--- config.mk ---
export PLATFORM = sky130hd
export DESIGN_NAME = apb4_master
export DESIGN_NICKNAME = d
export VERILOG_FILES = /design/src/rtl/apb4_master.sv
export SDC_FILE = /design/constraint.sdc
export NUM_CORES = 1
export LEC_CHECK = 0
export ABC_AREA = 1
export CAP_MARGIN = 5
export CORE_UTILIZATION = 37
export CTS_CLUSTER_SIZE = 28
export DETAILED_ROUTE_END_ITERATION = 6
export PLACE_DENSITY_LB_ADDON = 0.12
export SYNTH_ARGS = -nofsm -noshare
export SYNTH_HDL_FRONTEND = slang
export SYNTH_SLANG_ARGS = --single-unit
--- constraint.sdc ---
create_clock -name clk -period 1.4 [get_ports clk]
set_input_delay 0.28 -clock clk [delete_from_list [all_inputs] [get_ports clk]]
set_output_delay 0.28 -clock clk [all_outputs]
set_load 0.01 [all_outputs]
--- src/rtl/apb4_master.sv ---
// apb4_master: single-outstanding APB4 master bridging a valid/ready command
// port to an APB4 bus and returning one response per command.
// Optional feature macro: APB4_MASTER_TIMEOUT_EN (access-phase timeout abort).
//
// Handshake rule for both ports: a transfer happens on a rising clk edge where
// valid and ready are both high; valid never depends combinationally on ready.
module apb4_master #(
  parameter int ADDR_WIDTH     = 32,
  parameter int DATA_WIDTH     = 32,
  parameter int TIMEOUT_CYCLES = 100
) (
  input  logic                    clk,
  input  logic                    reset_n,
  input  logic                    cmd_valid,
  output logic                    cmd_ready,
  input  logic                    cmd_write,
  input  logic [ADDR_WIDTH-1:0]   cmd_addr,
  input  logic [DATA_WIDTH-1:0]   cmd_wdata,
  input  logic [DATA_WIDTH/8-1:0] cmd_strb,
  input  logic [2:0]              cmd_prot,
  output logic                    rsp_valid,
  input  logic                    rsp_ready,
  output logic [DATA_WIDTH-1:0]   rsp_rdata,
  output logic                    rsp_err,
  output logic                    rsp_timeout,
  output logic                    psel,
  output logic                    penable,
  output logic                    pwrite,
  output logic [ADDR_WIDTH-1:0]   paddr,
  output logic [DATA_WIDTH-1:0]   pwdata,
  output logic [DATA_WIDTH/8-1:0] pstrb,
  output logic [2:0]              pprot,
  input  logic [DATA_WIDTH-1:0]   prdata,
  input  logic                    pready,
  input  logic                    pslverr,
  output logic [1:0]              dbg_state
);

  localparam int SW = DATA_WIDTH / 8;

  // Reject parameter values the bus protocol or the 16-bit counter cannot honour.
  if (!(DATA_WIDTH == 8 || DATA_WIDTH == 16 || DATA_WIDTH == 32 || DATA_WIDTH == 64) ||
      TIMEOUT_CYCLES < 1 || TIMEOUT_CYCLES > 65535) begin : g_bad_param
    $error("apb4_master: unsupported DATA_WIDTH or TIMEOUT_CYCLES");
  end

  typedef enum logic [1:0] {
    IDLE   = 2'd0,
    SETUP  = 2'd1,
    ACCESS = 2'd2,
    RESP   = 2'd3
  } state_t;

  state_t state, next_state;

  logic                  write_q;
  logic [ADDR_WIDTH-1:0] addr_q;
  logic [DATA_WIDTH-1:0] wdata_q;
  logic [SW-1:0]         strb_q;
  logic [2:0]            prot_q;
  logic                  xfer_done;
  logic                  bus_on;
  logic                  wr_on;

`ifdef APB4_MASTER_TIMEOUT_EN
  localparam logic [15:0] TIMEOUT_LAST = 16'(TIMEOUT_CYCLES - 1);
  logic [15:0] wait_cnt;
  logic        xfer_abort;
  logic        timeout_q;
`endif

  assign dbg_state = state;

  // State register; reset drops any transfer in flight without a response.
  always_ff @(posedge clk or negedge reset_n) begin
    if (!reset_n) state <= IDLE;
    else          state <= next_state;
  end

  // Next-state and per-state control outputs.
  always_comb begin
    next_state = state;
    cmd_ready  = 1'b0;
    psel       = 1'b0;
    penable    = 1'b0;
    rsp_valid  = 1'b0;
    xfer_done  = 1'b0;
`ifdef APB4_MASTER_TIMEOUT_EN
    xfer_abort = 1'b0;
`endif
    case (state)
      IDLE: begin
        cmd_ready = 1'b1;
        if (cmd_valid) next_state = SETUP;
      end
      SETUP: begin
        psel       = 1'b1;
        next_state = ACCESS;
      end
      ACCESS: begin
        psel    = 1'b1;
        penable = 1'b1;
        if (pready) begin
          xfer_done  = 1'b1;
          next_state = RESP;
        end
`ifdef APB4_MASTER_TIMEOUT_EN
        // Counter holds the number of stalled cycles before this one.
        else if (wait_cnt == TIMEOUT_LAST) begin
          xfer_abort = 1'b1;
          next_state = RESP;
        end
`endif
      end
      RESP: begin
        rsp_valid = 1'b1;
        if (rsp_ready) next_state = IDLE;
      end
      default: next_state = IDLE;
    endcase
  end

  // Capture the command on the IDLE handshake.
  always_ff @(posedge clk or negedge reset_n) begin
    if (!reset_n) begin
      write_q <= 1'b0;
      addr_q  <= '0;
      wdata_q <= '0;
      strb_q  <= '0;
      prot_q  <= '0;
    end else if (cmd_valid && cmd_ready) begin
      write_q <= cmd_write;
      addr_q  <= cmd_addr;
      wdata_q <= cmd_wdata;
      strb_q  <= cmd_strb;
      prot_q  <= cmd_prot;
    end
  end

  // APB buses are live only while psel is high; reads drive no data or strobes.
  assign bus_on = psel;
  assign wr_on  = bus_on & write_q;
  assign pwrite = wr_on;
  assign paddr  = bus_on ? addr_q  : '0;
  assign pprot  = bus_on ? prot_q  : '0;
  assign pwdata = wr_on  ? wdata_q : '0;
  assign pstrb  = wr_on  ? strb_q  : '0;

  // Response capture; prdata/pslverr are only looked at when pready completes.
  always_ff @(posedge clk or negedge reset_n) begin
    if (!reset_n) begin
      rsp_rdata <= '0;
      rsp_err   <= 1'b0;
    end else if (xfer_done) begin
      rsp_rdata <= write_q ? '0 : prdata;
      rsp_err   <= pslverr;
    end
`ifdef APB4_MASTER_TIMEOUT_EN
    else if (xfer_abort) begin
      rsp_rdata <= '0;
      rsp_err   <= 1'b1;
    end
`endif
  end

`ifdef APB4_MASTER_TIMEOUT_EN
  // Stall counter: cleared on the way into ACCESS, counts cycles without pready.
  always_ff @(posedge clk or negedge reset_n) begin
    if (!reset_n)                         wait_cnt <= '0;
    else if (state == SETUP)              wait_cnt <= '0;
    else if (state == ACCESS && !pready)  wait_cnt <= wait_cnt + 16'd1;
  end

  // Timeout flag travels with the rest of the response.
  always_ff @(posedge clk or negedge reset_n) begin
    if (!reset_n)        timeout_q <= 1'b0;
    else if (xfer_done)  timeout_q <= 1'b0;
    else if (xfer_abort) timeout_q <= 1'b1;
  end

  assign rsp_timeout = timeout_q;
`else
  assign rsp_timeout = 1'b0;
`endif

endmodule

Word level (Yosys, flattened, before mapping)
Index checks and enable logic that the tools add are counted.
- latch bits: 0
- logic and storage cells: 34
- output and inout port bits: 112
- input port bits: 110
- ROM bits: 0
- register bits after elaboration: 107
- memories: 0
- bits in writable memories: 0
- multiply operators: 0
- div/mod/pow operators: 0
- eq/ne operators: 6
- reductions and logical operators: 4
- shift operators: 0
- bitwise gates (word level): 1
- muxes and demuxes: 15
- add/sub/neg operators: 0
- $lt $le $gt $ge: 0
- operators by type and width (kind ; count):
    2-to-1 mux 32 bit ; 3
    case mux 2 bit (4 select lines) ; 1
    2-to-1 mux 1 bit ; 6
    2-to-1 mux 2 bit ; 3
    inequality test 2 bit (second input constant) ; 3
    == test 2 bit (second input constant) ; 2
    2-to-1 mux 4 bit ; 1
    2-to-1 mux 3 bit ; 1
    AND reduction 3 bit ; 1
    == test 2 x 1 -> 1 bit (second input constant) ; 1
    logical NOT 2 bit ; 1
    OR reduction 2 bit ; 1
    AND 1 bit ; 1
    logical AND 1 bit ; 1

Longest topological paths before layout
Gate-level depths: netlist of run 1.
- word-level depth: 5
- gate-level depth with buffers: 7
- depth with buffers taken out: 6

Least setup slack after synthesis of run 1
OpenSTA, ideal clock, no wires.
- path type: reg2out
- start: register state[0], in the netlist dbg_state[0]
- end: output pstrb[0]
- setup slack: -349 ps
- stages on the path, launching flop included: 7
- data required time: 1120 ps
- buffers on the path: 2
- arrival time: 1469 ps
- cells stage by stage: dfrtp_1 inv_1 ha_1 buf_2 nand2_2 buf_2 nor2_1
- cells in the longest elaborated chain, start to end: 5
- elaborated cells on any way between the ends: 6
- those cells by class: eq/ne (2); mux (2); bitwise (1); reduce/logical (1)
- RTL lines (item ; line ; RTL):
    from (decl) ; 54 ; state_t state, next_state;
    from (signal assigned) ; 77 ; else state <= next_state;
    == test 2 bit / == test 2 x 1 -> 1 bit (equally long branches) ; 91 ; case (state)
    OR reduction 2 bit (no source line) (*) ; -- ;
    2-to-1 mux 1 bit (*) ; 91 ;
    net psel ; 26 ; output logic psel,
    AND 1 bit (*) ; 142 ; assign wr_on = bus_on & write_q;
    2-to-1 mux 4 bit (*) ; 147 ; assign pstrb = wr_on ? strb_q : '0;
    to (decl) ; 31 ; output logic [DATA_WIDTH/8-1:0] pstrb,
Mark *: on every way through the listed nets, which the timed path passes. The rest lies on a longest branch.

Final worst setup path of run 1
- start: register state[0], in the netlist dbg_state[0]
- end: output pstrb[3]
- cells in the longest elaborated chain, start to end: 5
- elaborated cells on any way between the ends: 6
- those cells by class: eq/ne (2); mux (2); bitwise (1); reduce/logical (1)
- RTL lines (item ; line):
    == test 2 bit / == test 2 x 1 -> 1 bit (equally long branches) ; 91
    OR reduction 2 bit (no source line) (*) ; --
    2-to-1 mux 1 bit (*) ; 91
    AND 1 bit (*) ; 142
    2-to-1 mux 4 bit (*) ; 147
Mark *: on every way between the ends. The rest lies on a longest branch, timed or not.

==> impl_metrics.py, run 1 <==
metrics = {
    "layout": {
        "drive_gt1_share_pct": 33.0,
        "seq_area_sq_um": 2680,
        "fillCellCount": 939,
        "final_cells": 1031,
        "nNetsFinal": 967,
        "postLayoutCellArea_sq_um": 8980,
        "area_delta_synth_final_pct": 89.1,
        "multi_input_area_sq_um": 2220,
    },
    "synthesis": {
        "syn-num-nets": 704,
        "synth_most_common_cell": "nand2_1",
        "synth_edf_count": 0,
        "synthTopCellsByArea": "dfrtp_1 56%, nand2_1 14%, inv_1 6.3%, nor2_1 5.8%, a21oi_1 3.9%",
        "yosysTopAreaCell": "dfrtp_1",
        "avgSynthCellArea_sq_um": 8.04,
        "netlist_instances": 591,
        "ys_ff_latch": 107,
        "synth_top_area_share_pct": 56.4,
        "async_flop_share_pct": 100,
        "ys_types": 17,
        "synth_flop_cell": "dfrtp_1",
        "synth_area_sq_um": 4750,
        "ys_warn_count": 0,
        "synth-seq-area-share_pct": 56.4,
        "synth_commonest_cells": "180 x nand2_1, 107 x dfrtp_1, 80 x inv_1",
    },
    "detailed_routing": {
        "via_per_inst": 4.64,
        "drt-initial-drc-count": 269,
        "finalWirelength_microns": 15800,
        "wire_per_inst_microns": 15.3,
        "ant_nets": 0,
        "dr.pass1.iters": 4,
        "drc": 0,
        "vias": 4787,
    },
    "global_route": {
        "track_usage_pct": 21.1,
        "grt_overflow": 0,
        "antenna_found_initial": 1,
        "grt_pass1_wl_microns": 21500,
        "grt_max_degree": 42,
        "grt_pass1_vias": 4427,
    },
    "sta": {
        "drv_slew": 0,
        "max_freq_mhz": 509,
        "hold_slack_ns": 0.418,
        "finalClockSkew_ns": 0.00581,
        "period_needed_ns": 1.97,
        "fin_ws_ns": -0.566,
        "grt_setup_unrepaired": "yes",
        "slew_headroom_pct": 55.2,
        "worst_slew_pin_slew_ns": 0.671,
        "setup-violations-final": 76,
        "hold_viol": 0,
        "period_share_pct": 140,
    },
    "setup_path": {
        "endpoint_kind": "output port",
        "r2r_setup_slack_ns": -0.06,
        "r2r-start": "dbg_state[1]",
        "crit_arrival_ns": 1.69,
        "path_max_fanout": 8,
        "timing.rr.end": "dbg_state[1]",
        "startpoint_type": "register",
        "cp_data_required_time_ns": 1.12,
        "critPathKind": "reg2out",
        "r2r_cells": 8,
    },
    "clock_tree": {
        "ctsLongestPathBuffers": 2,
        "cts.clk_slew.worst_paths_ns": 0.07,
        "cts_max_level": 3,
        "clock-sinks": 107,
        "clock_tree.root_cell": "clkbuf_16",
        "worstSkewPairLatency_ns": 0.34,
        "numCtsBuffers": 9,
        "cts_tree": "yes",
    },
    "place": {
        "hpwl_microns": 9430,
        "dp_cells": 973,
        "port_buffers": 220,
        "gp_congestion": 0.746,
        "dpl_cell_area_sq_um": 7520,
    },
    "power": {
        "p_per_area_nw_per_um2": 2590,
        "ir_worst_vdd_uv": 2090,
        "power.leakage_nw": 4.63,
    },
    "run_status": {
        "outcome": "finished with violations",
        "violations": "negative setup slack",
    },
    "floorplanning": {
        "start_util_pct": 37.8,
        "core-area_sq_um": 12600,
        "die_w_microns": 115,
        "dieArea_sq_um": 13300,
        "rows": 41,
        "pin_count": 222,
        "die_y_microns": 115,
    },
    "min_path": {
        "hold_path_class": "in2async",
    },
    "run": {
        "max_cap_viol_count": 0,
    },
}
-- routing by layer --
| metal | GRT usage (%) | share of wire [%] |
|---|---|---|
| met1 | 25.8 | 42 |
| met2 | 36.7 | 50 |
| met3 | 4.74 | 6.1 |
| met4 | 7.36 | 1.7 |
| met5 | 0 | 0 |
-- worst max path at each step --
stage            startpoint          to  slack [ns]
6_report       dbg_state[0]    pstrb[3]       -0.57
4_1_cts        dbg_state[0]    pstrb[3]       -0.59
5_1_grt        dbg_state[0]    pstrb[3]       -0.64
3_3_place_gp   dbg_state[0]   pwdata[1]       -0.49
2_1_floorplan  dbg_state[0]  pwdata[10]       -0.14
3_5_place_dp   dbg_state[0]  pwdata[31]       -0.54
-- sequential cells by signal, indices dropped and copies added, names as in the netlist --
name and count:
addr_q 32, dbg_state 2, prot_q 3, rsp_err 1, rsp_rdata 32, strb_q 4
wdata_q 32, write_q 1
-- layout by cell type (no fill, tap or decap), types with 2 or more instances in the layout --
master	synthesis	layout
nand2_1	180	151
clkdlybuf4s50_1	0	107
dfrtp_1	107	106
buf_6	4	80
inv_1	80	57
nor2_4	0	41
nand3_1	37	37
a21oi_1	37	33
dlygate4sd2_1	0	33
inv_2	0	22
o21ai_1	1	21
clkbuf_16	0	20
nor2_1	73	18
buf_2	26	17
nand2_4	1	16
nor2_2	0	14
buf_12	0	14
nand2_2	1	12
buf_4	5	10
buf_16	0	7
nand2_8	0	6
o21ai_2	0	6
o21ai_0	31	5
buf_8	0	5
a21oi_2	0	4
ha_4	0	3
nand4_1	2	2
clkbuf_1	2	2
clkbuf_8	0	2
-- cell families (layout without fill, tap and decap cells) --
logic type	after synthesis	in the layout	share of synthesized area [%]
flip-flops	107	107	56.4
buffers and inverters	117	381	11.0
AO/OA/AOI/OAI	69	69	7.27
other	1	2	0.0790
adder cells (fa/ha/maj)	3	3	0.790
AND/OR/NAND/NOR	294	297	24.5
-- final cells by class --
type,count,area share [%]
well taps,172,2.40
diodes,1,0.0279
clock inverters,2,0.390
clock buffers,13,2.90
inverters,80,3.37
repair buffers,286,36.4
multi-input cells,370,24.7
flip-flops and latches,107,29.8
-- metrics by stage --
stage | util [%] | total power, W | setup WS (ns) | TNS [ns]
floorplan | - | 0.0111 | -0.141 | -8.71
global placement | 59.8 | 0.0163 | -0.493 | -38.80
detailed placement | 59.8 | 0.0165 | -0.541 | -41.08
CTS | 65.0 | 0.0212 | -0.587 | -37.42
global route | 71.4 | 0.0248 | -0.644 | -43.12
finish | 71.4 | 0.0233 | -0.566 | -36.06
-- what timing repair did --
action,4_1_cts,5_1_grt
pin swaps,4,9
hold endpoints to repair,28,0
endpoints found under the setup margin,143,147
cloned,6,21
buffers inserted,16,2
hold buffers,1,0
gates resized for setup,470,134
-- power by group --
| part | switching [W] | internal, W |
|---|---|---|
| registers | 0.000788 | 0.00451 |
| logic | 0.00743 | 0.00804 |
| clock network | 0.00106 | 0.00147 |
-- worst max-delay path, cell delays in order (launching register included) --
cell	delay (ns)
dfrtp_1	0.36
inv_2	0.06
ha_4	0.30
buf_12	0.11
nand2_8	0.11
buf_16	0.19
nor2_1	0.08
buf_2	0.13
Note: power is estimated with default switching activity, not from simulation.
==> run 2, diff against run 1 <==
- CORE_MARGIN: not set -> 8
==> impl_metrics.py, run 2 (same netlist as run 1, synthesis figures left out) <==
metrics = {
    "sta": {
        "finalClockSkew_ns": 0.00586,
        "max_freq_mhz": 507,
        "setup-violations-final": 76,
        "hold_viol": 0,
        "drv_slew": 0,
        "period_share_pct": 141,
        "grt_setup_unrepaired": "yes",
        "fin_ws_ns": -0.572,
        "period_needed_ns": 1.97,
    },
    "power": {
        "power.leakage_nw": 4.33,
        "p_per_area_nw_per_um2": 2570,
        "ir_worst_vdd_uv": 1210,
        "finalPower_w": 0.0211,
    },
    "clock_tree": {
        "clock-sinks": 107,
        "numCtsBuffers": 9,
        "worstSkewPairLatency_ns": 0.34,
        "clock_tree.root_cell": "clkbuf_16",
        "cts_max_level": 3,
        "ctsLongestPathBuffers": 2,
        "cts.clk_slew.worst_paths_ns": 0.07,
        "cts_tree": "yes",
    },
    "min_path": {
        "hp-start": "addr_q[11]",
        "hold_path_class": "reg2reg",
        "holdPathStages": 2,
    },
    "detailed_routing": {
        "wire_per_inst_microns": 15.5,
        "ant_nets": 0,
        "drt-initial-drc-count": 251,
        "drc": 0,
        "finalWirelength_microns": 15600,
        "vias": 4580,
        "via_per_inst": 4.55,
        "dr.pass1.iters": 4,
    },
    "floorplanning": {
        "rows": 41,
        "pin_count": 222,
        "die_w_microns": 129,
        "dieArea_sq_um": 16700,
        "die_y_microns": 129,
        "core-area_sq_um": 12600,
        "start_util_pct": 37.8,
    },
    "place": {
        "dp_cells": 974,
        "gp_congestion": 0.769,
        "port_buffers": 220,
        "hpwl_microns": 11000,
    },
    "global_route": {
        "antenna_found_initial": 0,
        "grt_pass1_wl_microns": 23900,
        "grt_max_degree": 57,
        "grt_overflow": 0,
        "grt_pass1_vias": 4691,
        "track_usage_pct": 18.1,
    },
    "setup_path": {
        "endpoint_kind": "output port",
        "cp_data_required_time_ns": 1.12,
        "crit_chain": "inv_2 -> ha_4 -> buf_12 -> nand2_8 -> buf_6 -> buf_12 -> nor2_4 -> buf_6",
        "path_max_fanout": 7,
        "startpoint_type": "register",
        "startpoint": "dbg_state[0]",
        "timing.critical_path.buf_inv": 5,
        "slowest_stage": "dfrtp_1",
        "critPathKind": "reg2out",
        "r2r-start": "dbg_state[1]",
        "slowest_delay_ns": 0.36,
        "crit_cells": 8,
        "crit_arrival_ns": 1.69,
        "cp_top_family": "buffers and inverters",
        "r2r_cells": 8,
    },
    "layout": {
        "layout_common_cells": "170 x nand2_1, 108 x clkdlybuf4s50_1, 106 x dfrtp_1",
        "area_delta_synth_final_pct": 72.7,
        "num_antenna_cells": 0,
        "top_regs": "addr_q: 32 flops, rsp_rdata: 32 flops, wdata_q: 32 flops",
        "nNetsFinal": 945,
        "final_common_cell": "nand2_1",
        "final_cells": 1007,
        "drive_gt1_share_pct": 23.4,
    },
    "run": {
        "max_cap_viol_count": 0,
    },
    "run_status": {
        "violations": "negative setup slack",
        "outcome": "finished with violations",
    },
}
## run 2: changes by cell type in the layout (fill, tap and decap cells not counted), moves of 10 or more
cell     delta
nand2_4    -15
buf_6      -24
nand2_1    +19
buf_2      +10
nor2_1     +19
inv_1      +20
o21ai_1    -17
nor2_2     -11
o21ai_0    +23
inv_2      -20
## run 2: report_power, final
group | total (W) | leakage [nW] | switching (W) | internal, W
sequential | 0.00516 | 1.30 | 0.000650 | 0.00451
clock | 0.00264 | 0.143 | 0.00109 | 0.00155
combinational | 0.0133 | 2.88 | 0.00667 | 0.00660
total | 0.0211 | 4.33 | 0.00841 | 0.0127
## run 2: path summary, 6_finish.rpt
check / end / slack (ns)
worst max-delay path: pwdata[12] / -0.57
worst min-delay path: addr_q[11] / 0.47
worst max register to register: dbg_state[1] / -0.09
worst min register to register: addr_q[11] / 0.47
max in group asynchronous: wdata_q[18] / 0.64
min in group asynchronous: rsp_rdata[14] / 0.48
## run 2: through the flow
| step | cell area (sq um) | TNS (ns) | setup slack [ns] | util, % | hold slack, ns |
|---|---|---|---|---|---|
| 3_3_place_gp | 7560 | -39.70 | -0.514 | 60.2 | 0.303 |
| 6_report | 8200 | -35.09 | -0.572 | 65.3 | 0.470 |
| 4_1_cts | 8000 | -37.38 | -0.625 | 63.6 | 0.476 |
| 2_1_floorplan | 5050 | -8.71 | -0.141 | - | -0.0156 |
| 5_1_grt | 8200 | -39.48 | -0.629 | 65.3 | 0.493 |
| 3_5_place_dp | 7560 | -40.95 | -0.539 | 60.2 | 0.309 |
## run 2: layer usage
layer | GRT usage (%) | share of wire (%) | up-vias
li1 | - | - | 2265
met1 | 21.3 | 41 | 2166
met2 | 30.7 | 50 | 143
met3 | 5.63 | 7.7 | 6
met4 | 5.94 | 0.85 | 0
met5 | 0 | 0 | -
## run 2: worst reg2reg max path: stages, from the launching register on
cell and delay (ns):
dfrtp_2 0.41, inv_2 0.07, ha_4 0.21, buf_4 0.16
buf_6 0.13, buf_16 0.14, buf_4 0.13, nand4_1 0.08
nand2_1 0.05
## run 2: final cells by class
type	count	area [sq um]
fillers	1092	4370
repair buffers	266	2780
flip-flops and latches	107	2680
multi-input cells	368	1920
inverters	80	303
clock buffers	9	225
well taps	172	215
clock inverters	5	80.1
## run 2: what timing repair did
item | in CTS | in global routing
endpoints found under the hold margin | 107 | 0
hold buffers | 1 | 0
buffers inserted | 10 | 3
pin swaps | 4 | 4
cloned | 5 | 5
setup endpoints to repair | 144 | 117
gates resized for setup | 415 | 35
